===== src/rtl/text_console_ctrl.sv =====
// Custom-instruction text console: colour/cursor registers, character FIFO and a drain FSM writing text RAM.
// Optional edit characters (backspace, tab) are enabled by defining TEXT_CONSOLE_CTRL_EDIT_EN.
//
// state        | meaning
// S_IDLE       | waiting; pops one character when the FIFO is non-empty
// S_PUT        | one cycle handling the popped character
// S_CLR_LINE   | writing blanks across the new bottom row after a scroll
// S_CLR_SCREEN | writing blanks to every cell, then homing cursor and scroll
module text_console_ctrl #(
  parameter int          NR_COLS    = 80,
  parameter int          NR_ROWS    = 45,
  parameter int          FIFO_DEPTH = 8,
  parameter logic [7:0]  CI_NR      = 8'd0,
  parameter logic [15:0] DEFAULT_FG = 16'hFFFF,
  parameter logic [15:0] DEFAULT_BG = 16'h0000
) (
  input  logic        clock,
  input  logic        reset,
  input  logic [7:0]  ciN,
  input  logic [31:0] ciDataA,
  input  logic [31:0] ciDataB,
  input  logic        ciStart,
  input  logic        ciCke,
  output logic        ciDone,
  output logic [31:0] ciResult,
  output logic        ramWe,
  output logic [12:0] ramAddress,
  output logic [7:0]  ramData,
  output logic [6:0]  cursorX,
  output logic [6:0]  cursorY,
  output logic [12:0] scrollOffset,
  output logic [15:0] foreGroundColor,
  output logic [15:0] backGroundColor,
  output logic        cursorVisible
);

  localparam int          TOTAL     = NR_COLS * NR_ROWS;
  localparam int          PW        = $clog2(FIFO_DEPTH);
  localparam logic [13:0] TOTAL_W   = 14'(TOTAL);
  localparam logic [6:0]  LAST_COL  = 7'(NR_COLS - 1);
  localparam logic [6:0]  LAST_ROW  = 7'(NR_ROWS - 1);
  localparam logic [12:0] CLR_LAST  = 13'(TOTAL - 1);
  localparam logic [12:0] LINE_LAST = 13'(NR_COLS - 1);
  localparam logic [PW:0] FULL_LVL  = (PW + 1)'(FIFO_DEPTH);

  typedef enum logic [1:0] {S_IDLE, S_PUT, S_CLR_LINE, S_CLR_SCREEN} state_t;

  state_t        state_q, state_d;
  logic [12:0]   cnt_q, cnt_d;
  logic [6:0]    x_q, x_d, y_q, y_d;
  logic [12:0]   scroll_q, scroll_d;
  logic [15:0]   fg_q, fg_d, bg_q, bg_d;
  logic          vis_q, vis_d;
  logic [7:0]    char_q, char_d;
  logic [PW-1:0] wr_ptr_q, wr_ptr_d, rd_ptr_q, rd_ptr_d;
  logic [PW:0]   fill_q, fill_d;
  logic [7:0]    fifo_mem [FIFO_DEPTH];

  logic        ci_active, full, empty, push, pop, flush, advance, we, use_cnt_addr, done;
  logic [3:0]  opcode;
  logic [7:0]  wdata;
  logic [6:0]  addr_col, addr_row;
  logic [13:0] addr_sum, scroll_sum;
  logic [12:0] addr_wr, scroll_next;
  logic [31:0] result;
  logic        unused_bits;
`ifdef TEXT_CONSOLE_CTRL_EDIT_EN
  logic [7:0]  tab_x;
`endif

  assign unused_bits = ^{ciDataA[31:4], ciDataB[31:16]};
  assign ci_active   = (ciN == CI_NR) && ciStart && ciCke;
  assign opcode      = ciDataA[3:0];
  assign full        = (fill_q == FULL_LVL);
  assign empty       = (fill_q == '0);

  // Operands stay below TOTAL, so one conditional subtract is a full modulo.
  assign addr_sum    = {1'b0, scroll_q} + 14'(addr_row) * 14'(NR_COLS) + 14'(addr_col);
  assign addr_wr     = (addr_sum >= TOTAL_W) ? 13'(addr_sum - TOTAL_W) : addr_sum[12:0];
  assign scroll_sum  = {1'b0, scroll_q} + 14'(NR_COLS);
  assign scroll_next = (scroll_sum >= TOTAL_W) ? 13'(scroll_sum - TOTAL_W) : scroll_sum[12:0];

  always_comb begin
    state_d = state_q; cnt_d = cnt_q; x_d = x_q; y_d = y_q; scroll_d = scroll_q;
    fg_d = fg_q; bg_d = bg_q; vis_d = vis_q; char_d = char_q;
    push = 1'b0; pop = 1'b0; flush = 1'b0; advance = 1'b0; we = 1'b0;
    use_cnt_addr = 1'b0; done = 1'b0; result = '0;
    wdata = 8'h20; addr_col = x_q; addr_row = y_q;
`ifdef TEXT_CONSOLE_CTRL_EDIT_EN
    tab_x = {1'b0, x_q[6:3], 3'b000} + 8'd8;
`endif

    case (state_q)
      S_IDLE: begin
        if (!empty) begin
          pop     = 1'b1;
          char_d  = fifo_mem[rd_ptr_q];
          state_d = S_PUT;
        end
      end
      S_PUT: begin
        state_d = S_IDLE;
        case (char_q)
          8'h0A: begin x_d = '0; advance = 1'b1; end
          8'h0D: x_d = '0;
`ifdef TEXT_CONSOLE_CTRL_EDIT_EN
          8'h08: begin
            if (x_q != '0) begin
              x_d = x_q - 7'd1; addr_col = x_q - 7'd1; we = 1'b1;
            end else if (y_q != '0) begin
              x_d = LAST_COL; y_d = y_q - 7'd1;
              addr_col = LAST_COL; addr_row = y_q - 7'd1; we = 1'b1;
            end
          end
          8'h09: begin
            if (tab_x > {1'b0, LAST_COL}) begin x_d = '0; advance = 1'b1; end
            else x_d = tab_x[6:0];
          end
`endif
          default: begin
            we = 1'b1; wdata = char_q;
            if (x_q == LAST_COL) begin x_d = '0; advance = 1'b1; end
            else x_d = x_q + 7'd1;
          end
        endcase
        if (advance) begin
          if (y_q != LAST_ROW) y_d = y_q + 7'd1;
          else begin
            scroll_d = scroll_next; cnt_d = '0; state_d = S_CLR_LINE;
          end
        end
      end
      S_CLR_LINE: begin
        we = 1'b1; addr_col = cnt_q[6:0]; cnt_d = cnt_q + 13'd1;
        if (cnt_q == LINE_LAST) state_d = S_IDLE;
      end
      default: begin
        we = 1'b1; use_cnt_addr = 1'b1; cnt_d = cnt_q + 13'd1;
        if (cnt_q == CLR_LAST) begin
          x_d = '0; y_d = '0; scroll_d = '0; state_d = S_IDLE;
        end
      end
    endcase

    // Instruction decode last so a clear overrides whatever the drain FSM chose.
    if (ci_active) begin
      case (opcode)
        4'h0: begin fg_d = ciDataB[15:0]; done = 1'b1; end
        4'h1: begin bg_d = ciDataB[15:0]; done = 1'b1; end
        4'h2: begin
          if (!full || pop) begin push = 1'b1; done = 1'b1; end
        end
        4'h3: begin flush = 1'b1; state_d = S_CLR_SCREEN; cnt_d = '0; done = 1'b1; end
        4'h4: begin
          if (state_q == S_IDLE && empty) begin
            // Any X with bit 7 set is past every legal column, so clamp on the full byte.
            x_d  = (ciDataB[7:0] > {1'b0, LAST_COL}) ? LAST_COL : ciDataB[6:0];
            y_d  = (ciDataB[14:8] > LAST_ROW) ? LAST_ROW : ciDataB[14:8];
            done = 1'b1;
          end
        end
        4'h5: begin vis_d = ciDataB[0]; done = 1'b1; end
        4'h8: begin result = {16'd0, fg_q}; done = 1'b1; end
        4'h9: begin result = {16'd0, bg_q}; done = 1'b1; end
        4'hC: begin result = {9'd0, y_q, 9'd0, x_q}; done = 1'b1; end
        4'hD: begin result = {{(31 - PW){1'b0}}, fill_q}; done = 1'b1; end
        4'hF: begin result = {9'd0, 7'(NR_ROWS), 9'd0, 7'(NR_COLS)}; done = 1'b1; end
        default: done = 1'b1;
      endcase
    end

    if (flush) begin
      wr_ptr_d = '0; rd_ptr_d = '0; fill_d = '0;
    end else begin
      wr_ptr_d = push ? wr_ptr_q + 1'b1 : wr_ptr_q;
      rd_ptr_d = pop  ? rd_ptr_q + 1'b1 : rd_ptr_q;
      fill_d   = fill_q + (PW + 1)'(push) - (PW + 1)'(pop);
    end
  end

  always_ff @(posedge clock or posedge reset) begin
    if (reset) begin
      state_q <= S_CLR_SCREEN; cnt_q <= '0;
      x_q <= '0; y_q <= '0; scroll_q <= '0;
      fg_q <= DEFAULT_FG; bg_q <= DEFAULT_BG; vis_q <= 1'b1; char_q <= '0;
      wr_ptr_q <= '0; rd_ptr_q <= '0; fill_q <= '0;
    end else begin
      state_q <= state_d; cnt_q <= cnt_d;
      x_q <= x_d; y_q <= y_d; scroll_q <= scroll_d;
      fg_q <= fg_d; bg_q <= bg_d; vis_q <= vis_d; char_q <= char_d;
      wr_ptr_q <= wr_ptr_d; rd_ptr_q <= rd_ptr_d; fill_q <= fill_d;
    end
  end

  always_ff @(posedge clock) begin
    if (push && !flush) fifo_mem[wr_ptr_q] <= ciDataB[7:0];
  end

  assign ciDone          = done && !reset;
  assign ciResult        = result;
  assign ramWe           = we && !reset;
  assign ramAddress      = use_cnt_addr ? cnt_q : addr_wr;
  assign ramData         = wdata;
  assign cursorX         = x_q;
  assign cursorY         = y_q;
  assign scrollOffset    = scroll_q;
  assign foreGroundColor = fg_q;
  assign backGroundColor = bg_q;
  assign cursorVisible   = vis_q;

endmodule


===== config.mk =====
export PLATFORM = sky130hd
export DESIGN_NAME = text_console_ctrl
export DESIGN_NICKNAME = d
export VERILOG_FILES = /design/src/rtl/text_console_ctrl.sv
export SDC_FILE = /design/constraint.sdc
export NUM_CORES = 1
export LEC_CHECK = 0
export CORE_UTILIZATION = 35
export DETAILED_ROUTE_END_ITERATION = 6
export PLACE_DENSITY = 0.69
export SYNTH_ARGS = -nofsm -noshare
export SYNTH_HDL_FRONTEND = slang
export SYNTH_SLANG_ARGS = --single-unit

===== constraint.sdc =====
create_clock -name clock -period 5 [get_ports clock]
set_input_delay 1 -clock clock [delete_from_list [all_inputs] [get_ports clock]]
set_output_delay 1 -clock clock [all_outputs]
set_load 0.05 [all_outputs]

==> results.md <==
• max-capacitance violation count: 0
• ant diodes: 0
• Total Negative Setup Slacks: -1730 ps
• effective utilization at floorplan: 0.360
• fraction of synthesized area in multiplexers: 0.104
• start of the worst register-to-register path: fill_q[2]
• global routing usage summed across all routing layers: 0.194
• maximum number of pins on one net before global-route repair: 55
• failing checks: design-rule violations, negative setup slack
• Worst Setup Path Type: reg2out
• total of hold buffers inserted after clock tree synthesis: 0
• kind of end point of the critical path: output port
• share of the synthesized netlist area taken by xor and xnor gates: 0.0400
• DRT iter0 DRCs: 544
• fin. max-slew vios: 0
• area grow syn2layout: 31.9%
• Slew HR: 0.423
• Syn Area/Cell: 10.7 um^2
• crit path DAT: 4270 ps
• post-synthesis compound-gate area fraction: 0.138
• main combinational cell family by area after synthesis: simple AND/OR/NAND/NOR gates
• netlist area before placement: 0.00945 mm^2
• Combinational Power Share: 0.121
• global routing met1 resource utilization: 0.263
• buffers and inverters on the worst path: 2
• NumNets Final: 1,171
• top achievable clock speed: 190 MHz
• final design area excluding fillers: 0.0125 mm^2
• port buffer count: 133
• number of register bits inferred by synthesis: 153
• average via count per standard cell: 5.54
• biggest fanout along the worst timing path: 10
• Warnings, synthesis: 0
• crit path max-delay cell type: sky130_fd_sc_hd__dfstp_2
• Filler Cell Count: 2,357
• hold violation total from the final report: 0
• wire length of the first global-routing pass: 42.3 mm
• start point of the critical path: state_q[0]
• reg-to-reg setup timing slack: 1640 ps
• setup ws final: -267 ps
• outcome: complete, but fails checks
• combined area of the multi-input logic cells: 0.00517 mm^2
• Top FF cell, synth: sky130_fd_sc_hd__dfrtp_1
• Num Clock Sinks: 153
• total power divided by cell area: 245 mW/mm^2
• placed cell areas: 0.0116 mm^2
• H-tree levels: 4
• routed wire length: 26.5 mm
• antenna violations before repair: 0
• detailed-routing iteration count for the pre-antenna-repair pass: 7
• Leak Pwr: 5.02 nW
• post-synthesis cell count: 885
• Max VDD drop: 0.215 mV
• clock network latency to the later pin of the worst-skew pair: 430 ps
• grt peak-use layer: met2
• Internal Power: 0.00220 W
• depth of the worst register-to-register path: 13
• switching power as a share of total power: 0.279
• post-route antenna net violation count: 0
• setup repair after global routing missed its margin: true
• switching power: 0.000851 W
• detailed-route via count: 7,727
• clock transition at the registers of the reported paths: 70 ps
• residual overflow from global routing: 0
• count of boundary I/O pins: 191
• root cell of the clock tree: sky130_fd_sc_hd__clkbuf_16
• number of setup violations in the final report: 9
• Chip Width: 166 um
• Post-Synth Adder-Cell Area: 0.0675
• number of flops mapped to enable cells by yosys: 64
• routing usage on met3: 0.0441
• drt drc: 6
• die height: 166 um
• Top Family by Delay on Critical Path: compound AO/OA/AOI/OAI gates
• Worst-Margin Slew: 862 ps
• terminus of the critical flop-to-flop path: fill_q[2]
• final critical-path required period: 5270 ps
• placer congestion estimate: 0.918
• Total Die Area: 0.0277 mm^2
• via count of the first global-routing pass: 7,640
• Worst Clk Skew: 11.1 ps
• total CTS buffers: 17
• startpoint type of the worst setup path: flop
• Synth cell types: 94
• std cell rows: 59
• met2 demand-to-capacity share in global routing: 0.311
• crit share post-route: 1.05
• Largest stage delay, worst path: 530 ps
• area of the core: 0.0263 mm^2
• layout cell share with drive strength beyond 1: 0.230
• average detailed-routed wire length per instance: 19.0 um
• Hold WS: 523 ps
• HPWL after detailed placement: 19.5 mm
• Post-Synth Simple-Gate Area: 0.163
• buffer depth of the longest clock path: 2
• critical path depth: 13
• Hold/Removal Path Class: reg2reg
• most frequent standard cell in the layout excluding fill and tap cells: sky130_fd_sc_hd__clkdlybuf4s50_1
• portion of the post-synthesis area used by sequential elements: 0.441
• TritonCTS clock tree: done
• sequential group share of total power: 0.454
• fraction of synthesis flops using an asynchronous set or reset pin: 0.582
• worst path cell trace: nand2b_2 > mux2_2 > fa_1 > ha_1 > a21o_2 > a221o_2 > a31oi_4 > xor2_4 > o32ai_4 > buf_12 > or3_1 > o211ai_1 > clkbuf_16
• clock network power share: 0.425
• most used cells in the layout excluding fill and tap cells: 108 x sky130_fd_sc_hd__clkdlybuf4s50_1, 80 x sky130_fd_sc_hd__nor2_1, 71 x sky130_fd_sc_hd__nand2_1
• required time of the critical path: 4000 ps
• area of all sequential standard cells: 0.00418 mm^2
• Setup crit end: ramAddress[5]
-- kinds of logic (layout without fill, tap and decap cells) --
kind of cell	count (synthesis)	after routing
simple gates	295	295
compound gates	186	186
xor+xnor	39	39
mux	73	73
other cells	1	16
fa+ha+maj	48	48
flops	153	153
buf+inv	90	250
-- worst register-to-register path: stages, from the launching register on --
cell and delay, ps:
sky130_fd_sc_hd__dfrtp_1 350, sky130_fd_sc_hd__inv_1 80, sky130_fd_sc_hd__ha_1 200, sky130_fd_sc_hd__nor3b_1 150, sky130_fd_sc_hd__or3_1 590, sky130_fd_sc_hd__nand3_1 240
sky130_fd_sc_hd__nor4b_4 360, sky130_fd_sc_hd__inv_1 100, sky130_fd_sc_hd__ha_1 280, sky130_fd_sc_hd__inv_1 40, sky130_fd_sc_hd__ha_1 200, sky130_fd_sc_hd__fa_1 390
sky130_fd_sc_hd__xnor2_1 170, sky130_fd_sc_hd__nor2_1 70
-- layout make-up --
type	count	area share
inverters	36	0.0109
repair buffers	182	0.158
clock inverters	15	0.0141
clock buffers	17	0.0341
multi-input cells	657	0.414
well taps	335	0.0336
flip-flops and latches	153	0.335
-- flip-flops by register name, indices dropped and copies added (netlist names) --
register,flops
foreGroundColor,16
cursorVisible,1
fifo_mem,64
scrollOffset,9
cnt_q,13
cursorX,7
cursorY,7
char_q,8
rd_ptr_q,3
fill_q,4
wr_ptr_q,3
state_q,2
backGroundColor,16
-- Yosys cell counts, types with 9 or more instances --
library cell               instances  area (um^2)
sky130_fd_sc_hd__a22oi_1          12         90.1
sky130_fd_sc_hd__a21oi_1          43          215
sky130_fd_sc_hd__xor2_1           19          166
sky130_fd_sc_hd__edfxtp_1         64         1920
sky130_fd_sc_hd__xnor2_1          18          158
sky130_fd_sc_hd__and2_1            9         56.3
sky130_fd_sc_hd__nand3_1          17         85.1
sky130_fd_sc_hd__o21ai_0          43          215
sky130_fd_sc_hd__or3_1            10         62.6
sky130_fd_sc_hd__and3_1           13         81.3
sky130_fd_sc_hd__nand4_1          14         87.6
sky130_fd_sc_hd__nor2_1           81          304
sky130_fd_sc_hd__buf_4            17          128
sky130_fd_sc_hd__ha_1             43          538
sky130_fd_sc_hd__dfstp_2          19          499
sky130_fd_sc_hd__nand2_1          71          267
sky130_fd_sc_hd__mux2_2           40          450
sky130_fd_sc_hd__dfrtp_1          70         1750
sky130_fd_sc_hd__mux2i_1          17          170
sky130_fd_sc_hd__nor3_1           17         85.1
sky130_fd_sc_hd__clkbuf_1         21         78.8
sky130_fd_sc_hd__mux4_2           16          360
sky130_fd_sc_hd__inv_1            36          135
sky130_fd_sc_hd__buf_2            10         50.1
-- power by group through the flow --
stage          clock (W)  sequential [W]  combinational (W)
2_1_floorplan          0         0.00139           0.000227
3_3_place_gp           0         0.00141           0.000360
3_5_place_dp           0         0.00141           0.000367
4_1_cts          0.00132         0.00138           0.000371
5_1_grt          0.00137         0.00139           0.000397
6_report         0.00130         0.00139           0.000369
-- timing repair --
action / 4_1_cts / 5_1_grt
resized for setup: 15 / 16
setup buffers: 4 / 3
pin swaps: 9 / 8
setup endpoints to repair: 9 / 9
-- worst min-delay path by stage --
stage | startpoint | end | cells past startpoint
after floorplan | char_q[5] | char_q[5] | 2
after global placement | char_q[6] | char_q[6] | 2
after detailed placement | char_q[6] | char_q[6] | 2
after CTS | char_q[6] | char_q[6] | 2
after global routing | char_q[4] | char_q[4] | 2
final | char_q[6] | char_q[6] | 2
-- per-layer routing --
| layer | up-vias | wire (um) |
|---|---|---|
| met1 | 3808 | 11700 |
| met4 | 0 | 426 |
| met3 | 30 | 2030 |
| met5 | - | 0 |
| li1 | 3587 | - |
| met2 | 302 | 12300 |
-- metrics by stage --
stage,worst slack (ps),utilization,cells,power (W)
after detailed placement,63.9,0.443,1356,0.00177
after CTS,-250,0.471,1392,0.00307
after floorplan,-96.8,-,900,0.00162
after global routing,-397,0.475,1395,0.00316
after global placement,118,0.443,1356,0.00177
final,-267,0.475,1395,0.00305
No activity file was read; power rests on OpenSTA's default activity.
